## config.mk

```make
export PLATFORM = sky130hd
export DESIGN_NAME = hdmi_align_ctrl
export DESIGN_NICKNAME = d
export VERILOG_FILES = /design/src/rtl/hdmi_pkg.sv /design/src/rtl/hdmi_token_det.sv /design/src/rtl/hdmi_align_ctrl.sv
export SDC_FILE = /design/constraint.sdc
export NUM_CORES = 1
export LEC_CHECK = 0
export BUFFER_PORTS_ARGS = -buffer_cell sky130_fd_sc_hd__buf_2
export CAP_MARGIN = 15
export CORE_MARGIN = 2
export CORE_UTILIZATION = 45
export CTS_CLUSTER_SIZE = 25
export DETAILED_ROUTE_END_ITERATION = 16
export PLACE_DENSITY = 0.65
export SLEW_MARGIN = 20
export SYNTH_ARGS = -nofsm -noshare
export SYNTH_HDL_FRONTEND = slang
export SYNTH_SLANG_ARGS = --single-unit
```

## constraint.sdc

```tcl
create_clock -name i_clk -period 4.45 [get_ports i_clk]
set_input_delay 0 -clock i_clk [delete_from_list [all_inputs] [get_ports i_clk]]
set_output_delay 0 -clock i_clk [all_outputs]
set_load 0.01 [all_outputs]
```

## src/rtl/hdmi_pkg.sv

```systemverilog
// Shared definitions for the HDMI word-alignment controller:
// FSM state encoding, TMDS control-token constants and a token-match helper.
package hdmi_pkg;

    typedef enum logic [2:0] {
        S_IDLE,
        S_LOAD,
        S_SETTLE,
        S_MEASURE,
        S_EVAL,
        S_SLIP,
        S_CENTER,
        S_LOCKED
    } state_t;

    localparam logic [9:0] TOK0 = 10'h354;
    localparam logic [9:0] TOK1 = 10'h0ab;
    localparam logic [9:0] TOK2 = 10'h154;
    localparam logic [9:0] TOK3 = 10'h2ab;

    localparam logic [4:0] TAP_LAST  = 5'd31;
    localparam logic [3:0] SLIP_LAST = 4'd9;

    function automatic logic is_token(input logic [9:0] w);
        return (w == TOK0) || (w == TOK1) || (w == TOK2) || (w == TOK3);
    endfunction

endpackage

```

## src/rtl/hdmi_token_det.sv

```systemverilog
// Registered TMDS control-token detector.
// Ports: i_clk, i_reset, i_word (raw word) -> o_tok (high the cycle after a token).
module hdmi_token_det
    import hdmi_pkg::*;
(
    input  logic       i_clk,
    input  logic       i_reset,
    input  logic [9:0] i_word,
    output logic       o_tok
);

    logic r_tok;

    always_ff @(posedge i_clk or posedge i_reset) begin
        if (i_reset) r_tok <= 1'b0;
        else         r_tok <= is_token(i_word);
    end

    assign o_tok = r_tok;

endmodule

```

## src/rtl/hdmi_align_ctrl.sv

```systemverilog
// HDMI word-alignment controller: sweeps IDELAY taps 0..31, finds the widest
// run of taps with enough control tokens, centers on it, else bit-slips.
// Ports: i_clk, i_reset, i_restart, i_word, i_delay -> o_ce, o_delay,
// o_bitslip, o_locked, o_eye.  Optional HDMI_ALIGN_MONITOR_EN adds a
// loss-of-token watchdog in LOCKED.
module hdmi_align_ctrl
    import hdmi_pkg::*;
#(
    parameter int SETTLE_CYCLES = 16,
    parameter int WINDOW_LG     = 10,
    parameter int TOKEN_MIN     = 8,
    parameter int MIN_EYE       = 4,
    parameter int LOSS_LG       = 20
) (
    input  logic       i_clk,
    input  logic       i_reset,
    input  logic       i_restart,
    input  logic [9:0] i_word,
    input  logic [4:0] i_delay,
    output logic       o_ce,
    output logic [4:0] o_delay,
    output logic       o_bitslip,
    output logic       o_locked,
    output logic [5:0] o_eye
);

    localparam logic [31:0] SETTLE_LAST = 32'(SETTLE_CYCLES - 1);
    localparam logic [31:0] WIN_LAST    = 32'((1 << WINDOW_LG) - 1);
    localparam logic [31:0] TOK_NEED    = 32'(TOKEN_MIN);
    localparam logic [5:0]  EYE_NEED    = 6'(MIN_EYE);

    state_t      r_state;
    logic [4:0]  r_tap;
    logic [31:0] r_cnt;
    logic [31:0] r_tokcnt;
    logic [4:0]  r_run_start;
    logic [5:0]  r_run_len;
    logic [4:0]  r_best_start;
    logic [5:0]  r_best_len;
    logic [3:0]  r_slips;
    logic        r_ce;
    logic [4:0]  r_delay;
    logic        r_bitslip;
    logic        r_locked;
    logic [5:0]  r_eye;
`ifdef HDMI_ALIGN_MONITOR_EN
    logic [LOSS_LG-1:0] r_loss;
`endif

    logic       w_tok;
    logic       w_good;
    logic [4:0] w_run_start_n;
    logic [5:0] w_run_len_n;
    logic [4:0] w_best_start_n;
    logic [5:0] w_best_len_n;
    logic [5:0] w_len_m1;
    logic [4:0] w_center;

    hdmi_token_det u_det (
        .i_clk   (i_clk),
        .i_reset (i_reset),
        .i_word  (i_word),
        .o_tok   (w_tok)
    );

    // Run/best bookkeeping for the tap under evaluation; best is updated
    // as a run grows, so a strictly longer later run replaces it while an
    // equal-length later run never does.
    always_comb begin
        w_good         = (r_tokcnt >= TOK_NEED) && (i_delay == r_tap);
        w_run_len_n    = 6'd0;
        w_run_start_n  = r_run_start;
        if (w_good) begin
            w_run_len_n   = r_run_len + 6'd1;
            w_run_start_n = (r_run_len == 6'd0) ? r_tap : r_run_start;
        end
        w_best_len_n   = r_best_len;
        w_best_start_n = r_best_start;
        if (w_run_len_n > r_best_len) begin
            w_best_len_n   = w_run_len_n;
            w_best_start_n = w_run_start_n;
        end
        w_len_m1 = w_best_len_n - 6'd1;
        w_center = w_best_start_n + w_len_m1[5:1];
    end

    always_ff @(posedge i_clk or posedge i_reset) begin
        if (i_reset) begin
            r_state      <= S_IDLE;
            r_tap        <= '0;
            r_cnt        <= '0;
            r_tokcnt     <= '0;
            r_run_start  <= '0;
            r_run_len    <= '0;
            r_best_start <= '0;
            r_best_len   <= '0;
            r_slips      <= '0;
            r_ce         <= 1'b0;
            r_delay      <= '0;
            r_bitslip    <= 1'b0;
            r_locked     <= 1'b0;
            r_eye        <= '0;
`ifdef HDMI_ALIGN_MONITOR_EN
            r_loss       <= '0;
`endif
        end else if (i_restart) begin
            r_state   <= S_IDLE;
            r_ce      <= 1'b0;
            r_bitslip <= 1'b0;
            r_locked  <= 1'b0;
        end else begin
            r_ce      <= 1'b0;
            r_bitslip <= 1'b0;
            unique case (r_state)
                S_IDLE: begin
                    r_tap        <= '0;
                    r_run_start  <= '0;
                    r_run_len    <= '0;
                    r_best_start <= '0;
                    r_best_len   <= '0;
                    r_slips      <= '0;
                    r_ce         <= 1'b1;
                    r_delay      <= '0;
                    r_state      <= S_LOAD;
                end
                S_LOAD: begin
                    r_cnt   <= '0;
                    r_state <= S_SETTLE;
                end
                S_SETTLE: begin
                    if (r_cnt == SETTLE_LAST) begin
                        r_cnt    <= '0;
                        r_tokcnt <= '0;
                        r_state  <= S_MEASURE;
                    end else begin
                        r_cnt <= r_cnt + 32'd1;
                    end
                end
                S_MEASURE: begin
                    if (w_tok && (r_tokcnt < TOK_NEED))
                        r_tokcnt <= r_tokcnt + 32'd1;
                    if (r_cnt == WIN_LAST) r_state <= S_EVAL;
                    else                   r_cnt   <= r_cnt + 32'd1;
                end
                S_EVAL: begin
                    r_run_len    <= w_run_len_n;
                    r_run_start  <= w_run_start_n;
                    r_best_len   <= w_best_len_n;
                    r_best_start <= w_best_start_n;
                    if (r_tap != TAP_LAST) begin
                        r_tap   <= r_tap + 5'd1;
                        r_delay <= r_tap + 5'd1;
                        r_ce    <= 1'b1;
                        r_state <= S_LOAD;
                    end else if (w_best_len_n >= EYE_NEED) begin
                        r_ce    <= 1'b1;
                        r_delay <= w_center;
                        r_eye   <= w_best_len_n;
                        r_state <= S_CENTER;
                    end else begin
                        r_bitslip    <= 1'b1;
                        r_slips      <= (r_slips == SLIP_LAST) ? 4'd0 : r_slips + 4'd1;
                        r_tap        <= '0;
                        r_run_start  <= '0;
                        r_run_len    <= '0;
                        r_best_start <= '0;
                        r_best_len   <= '0;
                        r_cnt        <= '0;
                        r_state      <= S_SLIP;
                    end
                end
                S_SLIP: begin
                    if (r_cnt == SETTLE_LAST) begin
                        r_ce    <= 1'b1;
                        r_delay <= '0;
                        r_state <= S_LOAD;
                    end else begin
                        r_cnt <= r_cnt + 32'd1;
                    end
                end
                S_CENTER: begin
                    r_locked <= 1'b1;
`ifdef HDMI_ALIGN_MONITOR_EN
                    r_loss   <= '0;
`endif
                    r_state  <= S_LOCKED;
                end
                S_LOCKED: begin
`ifdef HDMI_ALIGN_MONITOR_EN
                    if (w_tok) begin
                        r_loss <= '0;
                    end else if (r_loss == '1) begin
                        r_locked <= 1'b0;
                        r_state  <= S_IDLE;
                    end else begin
                        r_loss <= r_loss + 1'b1;
                    end
`else
                    r_state <= S_LOCKED;
`endif
                end
                default: r_state <= S_IDLE;
            endcase
        end
    end

    assign o_ce      = r_ce;
    assign o_delay   = r_delay;
    assign o_bitslip = r_bitslip;
    assign o_locked  = r_locked;
    assign o_eye     = r_eye;

endmodule

```

==> flow_summary.ini <==
[status]
status = finished clean

[yosys]
synth_nets = 738
syn_avg_cell_area_sq_um = 9.031
synthArstFlopShare = 1.000
syn_inst = 703
synth_compound_area_frac = 0.2320
synth_area_sq_um = 6349
synth-xor-area-share = 0.02897
ys.flop_type = dfrtp_1
yosys-top-cells-area = dfrtp_1 43%, nor2_1 4.8%, o21ai_1 3.4%
synthAdderAreaFrac = 0.03784
synth_cell_types = 73
synth_edf_count = 0
synth_top_family_by_area = compound AO/OA/AOI/OAI gates
muxShareOfSynthArea = 0.03055
yosys.area_share.simple = 0.2032
ys_seq_area_frac = 0.4296
synth_top_area_frac = 0.4296
synth_top_cell_by_area = dfrtp_1
ys_seq_elements = 109
yosys_warnings = 0

[route]
drtIter0Drc = 455
first_pass_iters = 6
ant_nets = 0
drc = 0
finalWirelength_mm = 15.89
via_count = 5658
wl_per_cell_um = 16.45
vias_per_cell = 5.857

[floorplan]
die_y_um = 122.8
initial_core_util = 0.4591
die_width_um = 122.8
std_cell_rows = 43
num_io_pins = 32
design.core.area_sq_um = 13830
die-area_sq_um = 15070

[layout]
nFillCells = 1225
final_util = 0.5538
syn2layout_area_growth_pct = 20.61
fin_nets = 816
drive_gt1_frac = 0.1985
regArea_sq_um = 2729
n_antenna_cell = 0
multiInputGateArea_sq_um = 3587
fin_area_sq_um = 7657

[power]
seq_power_share = 0.430
powerDensity_nw_per_um2 = 323.9
p_clk_frac = 0.362
intPower_mw = 1.696
ir_worst_vdd_mv = 0.2432
power.switching_mw = 0.7842
p_leak_nw = 3.461
combPwrFrac = 0.208
p_total_mw = 2.480
swShare = 0.3162

[clock_network]
cts_buffers = 9
cts_tree = yes
clkSinkCount = 109
cts_max_path_buffers = 2
cts-root-buf = clkbuf_16
path_clk_slew_ns = 0.08
h-tree-depth = 3
clkLatencyLatePin_ns = 0.36

[global_routing]
grt_first_pass_wirelength_mm = 26.71
antenna_found_initial = 0
grt_pass1_vias = 5439
grt.total_usage = 0.2234
grt-ovfl-total = 0
grt_max_degree = 76

[timing]
min_period_ns = 4.350
rsz0062_at_grt = true
timing_hold_violations_final = 0
slew_viol_final = 0
finClkSkew_ns = 0.01169
hold_ws_ns = 0.3726
worstMarginPinSlew_ns = 0.9869
max_clock_freq_mhz = 229.9
setup-violations-final = 0
fin_crit_sh = 0.9775
slew_headroom = 0.3420

[placed_design]
gp_congestion = 0.8616
hpwl_mm = 11.43
placed_area_sq_um = 7069
numPortBuffers = 30

[setup_path]
cp_max_fo = 8
worst_ep_required_time_ns = 4.72
start_kind = flip-flop
reg2reg_slack_ns = 0.10
crit_path_end_kind = flip-flop
reg2reg_from = r_tokcnt[3]$_DFFE_PP0P_
r2r.worst_path.cells = 17
crit_arrival_ns = 4.62
worstReg2RegEnd = o_delay[4]$_DFFE_PP0P_
crit_type = reg -> reg

[hold_path]
worstHoldPathType = in -> async

[job]
drv_cap = 0
-- synthesized netlist by cell type (all sizes together) (6+ instances only) --
| master | n |
|---|---|
| a211oi | 6 |
| a21oi | 38 |
| a22o | 17 |
| a31oi | 19 |
| and2 | 6 |
| and3 | 19 |
| buf | 12 |
| clkbuf | 19 |
| dfrtp | 109 |
| ha | 16 |
| inv | 28 |
| mux2 | 8 |
| mux2i | 10 |
| nand2 | 56 |
| nand3 | 22 |
| nand4 | 13 |
| nor2 | 81 |
| nor3 | 14 |
| nor4 | 20 |
| o21ai | 76 |
| o31ai | 16 |
| o41ai | 6 |
| xnor2 | 15 |
| xor2 | 6 |
-- cell families (layout without fill, tap and decap cells) --
| group | count (synthesis) | in the layout |
|---|---|---|
| multiplexers | 18 | 18 |
| adder cells (fa/ha/maj) | 19 | 19 |
| flip-flops | 109 | 109 |
| AND/OR/NAND/NOR | 258 | 258 |
| AO/OA/AOI/OAI | 218 | 218 |
| buffers and inverters | 60 | 143 |
| XOR/XNOR | 21 | 21 |
-- flip-flops by register name (all words and copies together), names as in the netlist, 5 cells and up --
name and cells:
r_tap 5, r_tokcnt 32, r_run_len 6, o_eye 6, o_delay 5, r_run_start 5
r_best_start 5, r_cnt 32, r_best_len 6
-- metrics by stage --
stage / setup TNS (ns) / instances / setup slack, ns
after floorplan: 0 / 703 / 0.01672
after global placement: 0 / 941 / 0.06308
after detailed placement: -0.02656 / 941 / -0.02656
after CTS: 0 / 962 / 0.03063
after global routing: -0.2865 / 966 / -0.1390
final: 0 / 966 / 0.1003
-- critical path, cell delays in order, from the launching register on --
cell,delay (ns)
dfrtp_2,0.45
nor4_4,0.31
nand4_1,0.26
o211ai_4,0.36
nor2_4,0.07
ha_4,0.28
nand3b_1,0.11
a211oi_2,0.25
o22ai_2,0.12
mux2_4,0.34
a211o_4,0.37
xnor2_2,0.16
fa_2,0.35
a21o_1,0.20
a21oi_2,0.15
o211ai_1,0.14
o211a_1,0.14
o31ai_2,0.21
-- cell type report --
cell class	instances	share of cell area
Inverter	29	0.01454
Clock buffer	9	0.02941
Tap cell	180	0.02941
Multi-Input combinational cell	534	0.4685
Clock inverter	7	0.01422
Sequential cell	109	0.3564
Timing Repair Buffer	98	0.08758
-- how the worst max path moves through the flow --
stage | from | to | slack [ns] | depth (start not counted)
6_report | r_tokcnt[3]$_DFFE_PP0P_ | o_delay[4]$_DFFE_PP0P_ | 0.10 | 17
5_1_grt | r_tokcnt[3]$_DFFE_PP0P_ | o_delay[4]$_DFFE_PP0P_ | -0.14 | 20
4_1_cts | r_tokcnt[14]$_DFFE_PP0P_ | o_delay[4]$_DFFE_PP0P_ | 0.03 | 17
3_5_place_dp | r_tokcnt[3]$_DFFE_PP0P_ | o_delay[4]$_DFFE_PP0P_ | -0.03 | 19
3_3_place_gp | r_tokcnt[3]$_DFFE_PP0P_ | o_delay[4]$_DFFE_PP0P_ | 0.06 | 19
2_1_floorplan | r_tokcnt[20]$_DFFE_PP0P_ | o_delay[4]$_DFFE_PP0P_ | 0.02 | 19
-- metal layers --
layer	vias to the layer above	wire length, um	global-route usage
met5	-	0	0
met4	0	305	0.06322
met3	22	530	0.04182
met2	98	7868	0.3760
met1	2784	7190	0.2937
li1	2754	-	-
-- power groups by stage --
stage	Combinational, mW	Sequential (mW)	Clock, mW
after floorplan	0.405	1.06	0
after global placement	0.493	1.08	0
after detailed placement	0.505	1.09	0
after CTS	0.511	1.07	0.915
after global routing	0.578	1.07	0.957
final	0.516	1.07	0.897
-- cells in the final DEF, fill, tap and decap left out, drive strengths merged, types with 3 or more instances in the layout --
cell type	synthesis	routed
dfrtp	109	109
buf	12	94
nor2	81	81
o21ai	76	76
nand2	56	56
a21oi	38	38
inv	28	30
nand3	22	22
nor4	20	20
and3	19	19
a31oi	19	19
a22o	17	17
o31ai	16	16
ha	16	16
xnor2	15	15
nor3	14	14
nand4	13	13
mux2i	10	10
clkbuf	19	9
mux2	8	8
and2	6	6
xor2	6	6
o41ai	6	6
a211oi	6	6
and4	5	5
nor2b	5	5
a21o	5	5
a41oi	5	5
nand2b	4	4
dlygate4sd3	0	4
a211o	4	4
o211ai	4	4
and3b	3	3
o2111ai	3	3
a31o	3	3
-- timing repair --
action / in CTS / in global routing
hold buffers: 4 / 0
pin swaps: 5 / 18
endpoints found under the hold margin: 79 / 0
setup endpoints to repair: 2 / 4
resized for setup: 7 / 23
buffers inserted: 1 / 4
No activity file was read; power rests on OpenSTA's default activity.
